<file path="config.mk">
export PLATFORM = sky130hd
export DESIGN_NAME = amo_unit
export DESIGN_NICKNAME = d
export VERILOG_FILES = /design/src/rtl/amo_unit.sv
export SDC_FILE = /design/constraint.sdc
export NUM_CORES = 1
export LEC_CHECK = 0
export ABC_AREA = 1
export BUFFER_PORTS_ARGS = -buffer_cell sky130_fd_sc_hd__buf_4
export CORE_UTILIZATION = 33
export CTS_BUF_LIST = sky130_fd_sc_hd__clkbuf_8
export DETAILED_ROUTE_END_ITERATION = 8
export GPL_ROUTABILITY_DRIVEN = 1
export MAX_ROUTING_LAYER = met4
export PLACE_DENSITY = 0.63
export SLEW_MARGIN = 20
export SYNTH_ARGS = -nofsm -noshare
export SYNTH_HDL_FRONTEND = slang
export SYNTH_SLANG_ARGS = --single-unit
</file>
<file path="constraint.sdc">
create_clock -name clk -period 3.7 [get_ports clk]
set_input_delay 0.555 -clock clk [delete_from_list [all_inputs] [get_ports clk]]
set_output_delay 0.555 -clock clk [all_outputs]
set_load 0.02 [all_outputs]
</file>
<file path="src/rtl/amo_unit.sv">
// RV32A atomic-memory sequencer: runs LR.W / SC.W / AMO*.W as read and/or write
// transfers on the data-memory port and returns the rd writeback value.
module amo_unit #(
  parameter int unsigned DATA_WIDTH = 32
) (
  input  logic                  clk,
  input  logic                  rst,
  input  logic                  start,
  input  logic [31:0]           instruction,
  input  logic [DATA_WIDTH-1:0] rs1_data,
  input  logic [DATA_WIDTH-1:0] rs2_data,
  input  logic                  reserved,
  output logic                  mem_req,
  output logic                  mem_we,
  output logic [DATA_WIDTH-1:0] mem_addr,
  output logic [DATA_WIDTH-1:0] mem_wdata,
  input  logic [DATA_WIDTH-1:0] mem_rdata,
  input  logic                  mem_ack,
  output logic                  busy,
  output logic                  done,
  output logic [DATA_WIDTH-1:0] rd_data,
  output logic                  misaligned,
  output logic                  illegal
);

  localparam logic [4:0] F5Lr   = 5'b00010;
  localparam logic [4:0] F5Sc   = 5'b00011;
  localparam logic [4:0] F5Swap = 5'b00001;
  localparam logic [4:0] F5Add  = 5'b00000;
  localparam logic [4:0] F5Xor  = 5'b00100;
  localparam logic [4:0] F5And  = 5'b01100;
  localparam logic [4:0] F5Or   = 5'b01000;
  localparam logic [4:0] F5Min  = 5'b10000;
  localparam logic [4:0] F5Max  = 5'b10100;
  localparam logic [4:0] F5Minu = 5'b11000;
  localparam logic [4:0] F5Maxu = 5'b11100;

  typedef enum logic [1:0] {StIdle, StRead, StWrite, StDone} state_e;

  state_e                state_q, state_d;
  logic [4:0]            funct5_q, funct5_d;
  logic [DATA_WIDTH-1:0] rs2_q, rs2_d;
  logic [DATA_WIDTH-1:0] old_q, old_d;
  logic [DATA_WIDTH-1:0] addr_q, addr_d;
  logic [DATA_WIDTH-1:0] wdata_q, wdata_d;
  logic [DATA_WIDTH-1:0] rd_q, rd_d;
  logic                  req_q, req_d;
  logic                  we_q, we_d;
  logic                  mis_q, mis_d;
  logic                  ill_q, ill_d;

  logic [2:0]            funct3;
  logic [4:0]            funct5;
  logic                  legal;
  logic [DATA_WIDTH-1:0] amo_new;
  logic                  unused_instr;

  assign funct3       = instruction[14:12];
  assign funct5       = instruction[31:27];
  assign unused_instr = ^{instruction[26:15], instruction[11:0]};

  always_comb begin
    legal = 1'b0;
    if (funct3 == 3'b010) begin
      case (funct5)
        F5Lr, F5Sc, F5Swap, F5Add, F5Xor, F5And, F5Or,
        F5Min, F5Max, F5Minu, F5Maxu: legal = 1'b1;
        default:                      legal = 1'b0;
      endcase
    end
  end

  // New memory value, computed from the read data in the read-ack cycle.
  always_comb begin
    amo_new = rs2_q;
    case (funct5_q)
      F5Add:  amo_new = mem_rdata + rs2_q;
      F5Xor:  amo_new = mem_rdata ^ rs2_q;
      F5And:  amo_new = mem_rdata & rs2_q;
      F5Or:   amo_new = mem_rdata | rs2_q;
      F5Min:  amo_new = ($signed(mem_rdata) < $signed(rs2_q)) ? mem_rdata : rs2_q;
      F5Max:  amo_new = ($signed(mem_rdata) > $signed(rs2_q)) ? mem_rdata : rs2_q;
      F5Minu: amo_new = (mem_rdata < rs2_q) ? mem_rdata : rs2_q;
      F5Maxu: amo_new = (mem_rdata > rs2_q) ? mem_rdata : rs2_q;
      default: amo_new = rs2_q;
    endcase
  end

  always_comb begin
    state_d  = state_q;
    funct5_d = funct5_q;
    rs2_d    = rs2_q;
    old_d    = old_q;
    addr_d   = addr_q;
    wdata_d  = wdata_q;
    rd_d     = rd_q;
    req_d    = req_q;
    we_d     = we_q;
    mis_d    = mis_q;
    ill_d    = ill_q;
    unique case (state_q)
      StIdle: begin
        if (start) begin
          funct5_d = funct5;
          rs2_d    = rs2_data;
          addr_d   = {rs1_data[DATA_WIDTH-1:2], 2'b00};
          mis_d    = (rs1_data[1:0] != 2'b00);
          ill_d    = !legal;
          if (!legal || (rs1_data[1:0] != 2'b00)) begin
            rd_d    = '0;
            state_d = StDone;
          end else if (funct5 == F5Sc) begin
            if (reserved) begin
              req_d   = 1'b1;
              we_d    = 1'b1;
              wdata_d = rs2_data;
              state_d = StWrite;
            end else begin
              rd_d    = DATA_WIDTH'(1);
              state_d = StDone;
            end
          end else begin
            req_d   = 1'b1;
            we_d    = 1'b0;
            state_d = StRead;
          end
        end
      end
      StRead: begin
        if (mem_ack) begin
          if (funct5_q == F5Lr) begin
            rd_d    = mem_rdata;
            req_d   = 1'b0;
            state_d = StDone;
          end else begin
            old_d   = mem_rdata;
            wdata_d = amo_new;
            we_d    = 1'b1;
            state_d = StWrite;
          end
        end
      end
      StWrite: begin
        if (mem_ack) begin
          rd_d    = (funct5_q == F5Sc) ? '0 : old_q;
          req_d   = 1'b0;
          we_d    = 1'b0;
          state_d = StDone;
        end
      end
      StDone: begin
        state_d = StIdle;
      end
      default: state_d = StIdle;
    endcase
  end

  always_ff @(posedge clk or negedge rst) begin
    if (!rst) begin
      state_q  <= StIdle;
      funct5_q <= '0;
      rs2_q    <= '0;
      old_q    <= '0;
      addr_q   <= '0;
      wdata_q  <= '0;
      rd_q     <= '0;
      req_q    <= 1'b0;
      we_q     <= 1'b0;
      mis_q    <= 1'b0;
      ill_q    <= 1'b0;
    end else begin
      state_q  <= state_d;
      funct5_q <= funct5_d;
      rs2_q    <= rs2_d;
      old_q    <= old_d;
      addr_q   <= addr_d;
      wdata_q  <= wdata_d;
      rd_q     <= rd_d;
      req_q    <= req_d;
      we_q     <= we_d;
      mis_q    <= mis_d;
      ill_q    <= ill_d;
    end
  end

  assign mem_req    = req_q;
  assign mem_we     = we_q;
  assign mem_addr   = addr_q;
  assign mem_wdata  = wdata_q;
  assign rd_data    = rd_q;
  assign busy       = (state_q != StIdle);
  assign done       = (state_q == StDone);
  assign misaligned = mis_q & done;
  assign illegal    = ill_q & done;

endmodule

</file>
Word level (Yosys, flattened, before mapping)
Memories as Yosys holds them, arrays and structs flattened.
Cells that the tools add are included.
- register bits after elaboration: 169
- ROM bits: 32
- memories kept: 1
- memory list (memory ; words ; width ; read ports ; clocked after memory_dff ; write ports ; line ; text):
    (no name shown) ; 32 ; 1 ; 1 ; 0 ; 0 ; 65 ; case (funct5)
- add/sub/neg operators: 1
- magnitude comparators: 4
- equality and inequality tests: 25
- muxes and demuxes: 44
- bitwise logic cells: 6
- reduce and logical (&&, ||, !) cells: 15
- operators by type and width (kind ; number):
    $mux W32 ; 18
    $pmux W32 S8 ; 1
    $pmux W32 S3 ; 1
    $gt A32 B32 Y1 ; 2
    $lt A32 B32 Y1 ; 2
    $pmux W32 S2 ; 1
    $add A32 B32 Y32 ; 1
    $and A32 B32 Y32 ; 1
    $or A32 B32 Y32 ; 1
    $xor A32 B32 Y32 ; 1
    $reduce_and A7 Y1 ; 4
    $eq A5 B5 Y1 const B ; 4
    $ne A2 B2 Y1 const B ; 8
    $eq A5 B2 Y1 const B ; 3
    $mux W1 ; 15
    $eq A5 B4 Y1 const B ; 2
    $mux W2 ; 5
    $ne A3 B3 Y1 const B ; 3
    $pmux W2 S4 ; 1
    $pmux W1 S3 ; 2
    $reduce_and A3 Y1 ; 2
    $reduce_bool A2 Y1 ; 3
    $eq A5 B3 Y1 const B ; 1
    $logic_not A5 Y1 ; 1
    10 further kinds ; 12

Longest topological paths before layout
- depth after elaboration: 7
- gate-level depth with buffers: 22

Least setup slack after synthesis
OpenSTA, ideal clock, no wires.
- path type: input-to-reg
- start point: in mem_rdata[31]
- end point: reg wdata_q[3] (netlist: mem_wdata[3])
- arrival: 2672 ps
- required time: 3576 ps
- setup slack: 904 ps
- cell stages on the path: 15
- path buffers: 2
- cell sequence: inv_1 > ha_1 > nor2_1 > nand3_1 > nor2_2 > and3_1 > nand3_1 > buf_2 > buf_1 > a21oi_1 > nor2_1 > nor2_1 > nand3_1 > o21bai_1 > a21oi_1
- word-level cells in the longest chain between the ends: 6
- RTL lines (element ; line ; text):
    start: declaration ; 17 ; input logic [DATA_WIDTH-1:0] mem_rdata,
    $gt A32 B32 Y1 (tied with other cells) ; 84 ; F5Maxu: amo_new = (mem_rdata > rs2_q) ? mem_rdata : rs2_q;
    $mux W32, on equally long branches ; -- ;
    $pmux W32 S8 (*) ; 76 ; case (funct5_q)
    $mux W32 (*) ; 131 ; if (funct5_q == F5Lr) begin
    $mux W32 (*) ; 130 ; if (mem_ack) begin
    $pmux W32 S2 (*) ; 101 ; unique case (state_q)
    end signal: assignment ; 177 ; wdata_q <= wdata_d;
    end: declaration ; 45 ; logic [DATA_WIDTH-1:0] wdata_q, wdata_d;
Every way passes the cells marked *; elsewhere a longest branch is shown, timed or not. The select of a mux whose other input is x is not followed.
A chain may end at the register's enable or synchronous reset.

Final worst setup path
- start point: reg rs2_q[31]
- end point: reg wdata_q[18] (netlist: mem_wdata[18])
- word-level cells in the longest chain between the ends: 6
- RTL lines (element ; line ; text):
    start: declaration ; 42 ; logic [DATA_WIDTH-1:0] rs2_q, rs2_d;
    start signal: assignment ; 174 ; rs2_q <= rs2_d;
    $gt A32 B32 Y1 (tied with other cells) ; 84 ;
    $mux W32, on equally long branches ; -- ;
    $pmux W32 S8 (*) ; 76 ;
    $mux W32 (*) ; 131 ;
    $mux W32 (*) ; 130 ;
    $pmux W32 S2 (*) ; 101 ;
Marked as above.

==> summary.md <==
| Metric | Value |
|---|---|
| Outcome | completed |
| Largest delay contributor family on the critical path | simple AND/OR/NAND/NOR gates |
| Final Critical Period | 3410 ps |
| Final hold viol count | 0 |
| Worst setup endpoint | mem_wdata[18]$_DFFE_PN0P_ |
| Root buf cell | sky130_fd_sc_hd__clkbuf_8 |
| Buffering stage count on the worst path with inverters included | 2 |
| Clock latency on the worst-skew pair | 540 ps |
| Cell area after synthesis | 13700 sq um |
| Highest-delay cell along the critical path | sky130_fd_sc_hd__dfrtp_1 |
| Asr flop ratio synth | 100% |
| Data arrival time of the worst path | 3820 ps |
| Most repeated library cell on the critical path | sky130_fd_sc_hd__nand3_1 |
| Number of enable-type register cells in the synthesized netlist | 0 |
| Fraction of the core area covered by cells at the end of the flow | 40.3% |
| Effective utilization at floorplan | 33.5% |
| Number of nets with antenna violations after routing | 0 |
| Overall routing resource usage | 25.5% |
| Area Overhead vs Synth | 20.4% |
| Total grt overflow | 0 |
| Post-layout net count | 2526 |
| Sort of element at the end of the critical path | flop |
| Number of different library cells in the post-synthesis netlist | 48 |
| Slew at the pin closest to its max-slew limit | 1020 ps |
| Gpl congestion | 0.957 |
| Ports | 235 |
| Share of post-route cells with drive strength above 1 | 14.7% |
| HPWL reported at the end of detailed placement | 37.3 mm |
| Average via count per standard cell | 5.24 |
| Classification of the worst setup path | reg -> reg |
| Max IR drop VDD | 513 uV |
| Total of max-cap violations | 0 |
| Clock-pin slew on the worst setup and hold paths | 100 ps |
| Final slew viol count | 0 |
| Delay of the slowest cell on the worst path | 420 ps |
| Number of cells on the worst reg-to-reg path | 16 |
| Average detailed-routed wire length per instance | 18.1 um |
| Maximum clock insertion buffer count | 2 |
| TritonCTS Buffers | 17 |
| Final clock period utilization by the worst path | 92.1% |
| Final number of setup-violating endpoints | 0 |
| First-pass detailed-route iteration total | 6 |
| Maximum clock frequency | 293 MHz |
| Reg-to-reg startpoint | rs2_q[31]$_DFFE_PN0P_ |
| Static Leakage | 0.00832 uW |
| Number of violations reported at the end of detailed-routing iteration 0 | 1185 |
| Stages on worst setup path | 16 |
| Flop2flop setup slack | 290 ps |
| Synth warn | 0 |
| Worst r2r dst | mem_wdata[18]$_DFFE_PN0P_ |
| Total core area | 40900 sq um |
| Relative slew margins | 31.9% |
| Deepest level of the CTS H-tree | 4 |
| Largest fanout of any net on the critical path | 20 |
| Wire length of the first global-routing pass | 80.6 mm |
| Path category of the worst min-delay check | in -> reg |
| Die height | 206 um |
| Setup clock skew after layout | 22.3 ps |
| Number of global-route vias before repair | 14200 |
| Number of antenna violations at the first check in global routing | 1 |
| Total via count in the routed design | 14900 |
| X dimension of the die | 206 um |
| Endpoint required time on the critical path | 4110 ps |
| CTS sink cnt | 169 |
| Die ar. | 42300 sq um |
| Crit-path cells | inv_1 > ha_1 > nor2_1 > nand3_1 > nor2_2 > and3_1 > nand2_2 > nand2_4 > nand2_4 > nand2_2 > buf_4 > nand3_1 > nand3_1 > nand2_1 > o21ai_0 > a21boi_1 |
| Main synth FF type | sky130_fd_sc_hd__dfrtp_1 |
| Critical path origin | rs2_q[31]$_DFFE_PN0P_ |
| Type of origin of the critical path | flop |
| Portion of the post-synthesis area used by sequential elements | 30.9% |
| Total Neg Setup Slack | 0 ps |
| Number of I/O port buffers | 208 |
| Number of inserted diodes | 0 |
| DRC viols | 0 |
| Mean Syn Cell Area | 6.52 sq um |
| Routed Wire Length | 51.3 mm |
| Maximum number of pins on one net before global-route repair | 65 |
| TritonCTS clock tree | done |
| Cell area power density | 925 nW/um^2 |
| Setup repair after global routing missed its margin | false |
| Flip-flop and latch count after synthesis | 169 |
| Count of standard-cell rows | 74 |
| Post-Synthesis Cells | 2103 |
what timing repair did:
item                                    CTS  global route
endpoints found under the setup margin    0             0
setup buffers                             0             0
hold buffers                              1             0
resized for setup                         0             0
hold endpoints to repair                  4             0
worst min path at each step:
stage                                        start                        to  slack, ps  cells after the start
after floorplan                                rst   funct5_q[0]$_DFFE_PN0P_        260                      0
after global placement     mem_addr[2]$_DFFE_PN0P_   mem_addr[2]$_DFFE_PN0P_        460                      2
after detailed placement  mem_addr[15]$_DFFE_PN0P_  mem_addr[15]$_DFFE_PN0P_        470                      2
after CTS                             rs1_data[31]  mem_addr[31]$_DFFE_PN0P_        160                      3
after global routing                  rs1_data[31]  mem_addr[31]$_DFFE_PN0P_        190                      3
final                                 rs1_data[12]  mem_addr[12]$_DFFE_PN0P_        210                      3
tightest hold or removal path: stages:
cell and delay [ps]:
sky130_fd_sc_hd__buf_4 80, sky130_fd_sc_hd__nand2_1 40, sky130_fd_sc_hd__nand2_1 40
area by class of cell:
| cell class | count | area (sq um) |
|---|---|---|
| clock buffer | 20 | 275 |
| clock inverter | 12 | 111 |
| fill | 4374 | 24400 |
| inverter | 234 | 878 |
| multi-input combinational | 1596 | 8200 |
| sequential | 169 | 4230 |
| tap | 532 | 666 |
| timing repair buffer | 274 | 2140 |
flip-flops by register name (all words and copies together) (netlist names):
register / count
rd_data: 32
mem_addr: 30
mem_req: 1
old_q: 32
mis_q: 1
state_q: 2
funct5_q: 5
rs2_q: 32
ill_q: 1
mem_wdata: 32
mem_we: 1
cells by family after synthesis:
| logic type | count (synthesis) | synth area share [%] |
|---|---|---|
| AO/OA/AOI/OAI | 468 | 18.8 |
| buffers and inverters | 339 | 9.66 |
| XOR/XNOR | 2 | 0.128 |
| AND/OR/NAND/NOR | 1023 | 31.2 |
| adder cells (fa/ha/maj) | 101 | 9.28 |
| other | 1 | 0.0274 |
| flip-flops | 169 | 30.9 |
layer usage:
metal  GRT usage (%)  vias to the layer above  routed length, um
met3            4.89                       92               3770
met5               -                        -                  0
met2            38.7                      609              23000
li1                -                     7260                  -
met4            8.14                        0               1320
met1            34.0                     6908              23300
synthesized netlist by cell type, drive strengths merged, types with 2 or more instances:
library cell	number	area share, %
a211oi	10	0.55
a21boi	16	0.88
a21o	7	0.38
a21oi	227	8.4
a221oi	13	0.83
a31oi	2	0.091
and3	2	0.091
buf	30	1.2
clkbuf	75	2.1
clkinv	4	0.11
dfrtp	169	31
ha	100	9.1
inv	230	6.3
nand2	546	15
nand3	231	8.6
nand3b	2	0.11
nand4	11	0.50
nor2	204	5.7
nor3	21	0.77
nor4	4	0.23
o2111ai	2	0.13
o211ai	6	0.33
o21a	6	0.33
o21ai	156	5.7
o21bai	9	0.49
o221ai	2	0.13
o22ai	9	0.41
or2	2	0.091
xnor2	2	0.13
power by group:
group	switching [uW]	internal, uW
sequential	567	2780
combinational	6930	3600
clock	795	593
layout by cell type, fill, tap and decap left out, drive strengths merged, types with 4 or more instances in the layout:
cell type    n
nand2      546
buf        273
inv        236
nand3      231
a21oi      227
nor2       204
dfrtp      169
o21ai      156
ha         100
nor3        21
clkbuf      20
a21boi      16
a221oi      13
nand4       11
a211oi      10
o21bai       9
o22ai        9
a21o         7
clkinv       7
o211ai       6
o21a         6
nor4         4
through the flow:
stage	total power, uW	cells	hold slack, ps	setup WS (ps)	instance area (sq um)
2_1_floorplan	10100	2104	259	904	13700
3_3_place_gp	13600	2804	465	115	16100
3_5_place_dp	13800	2804	467	79.4	16100
4_1_cts	15200	2837	159	313	16500
5_1_grt	16700	2837	192	82.7	16500
6_report	15300	2837	211	291	16500
Power figures use the tool's default switching activity.
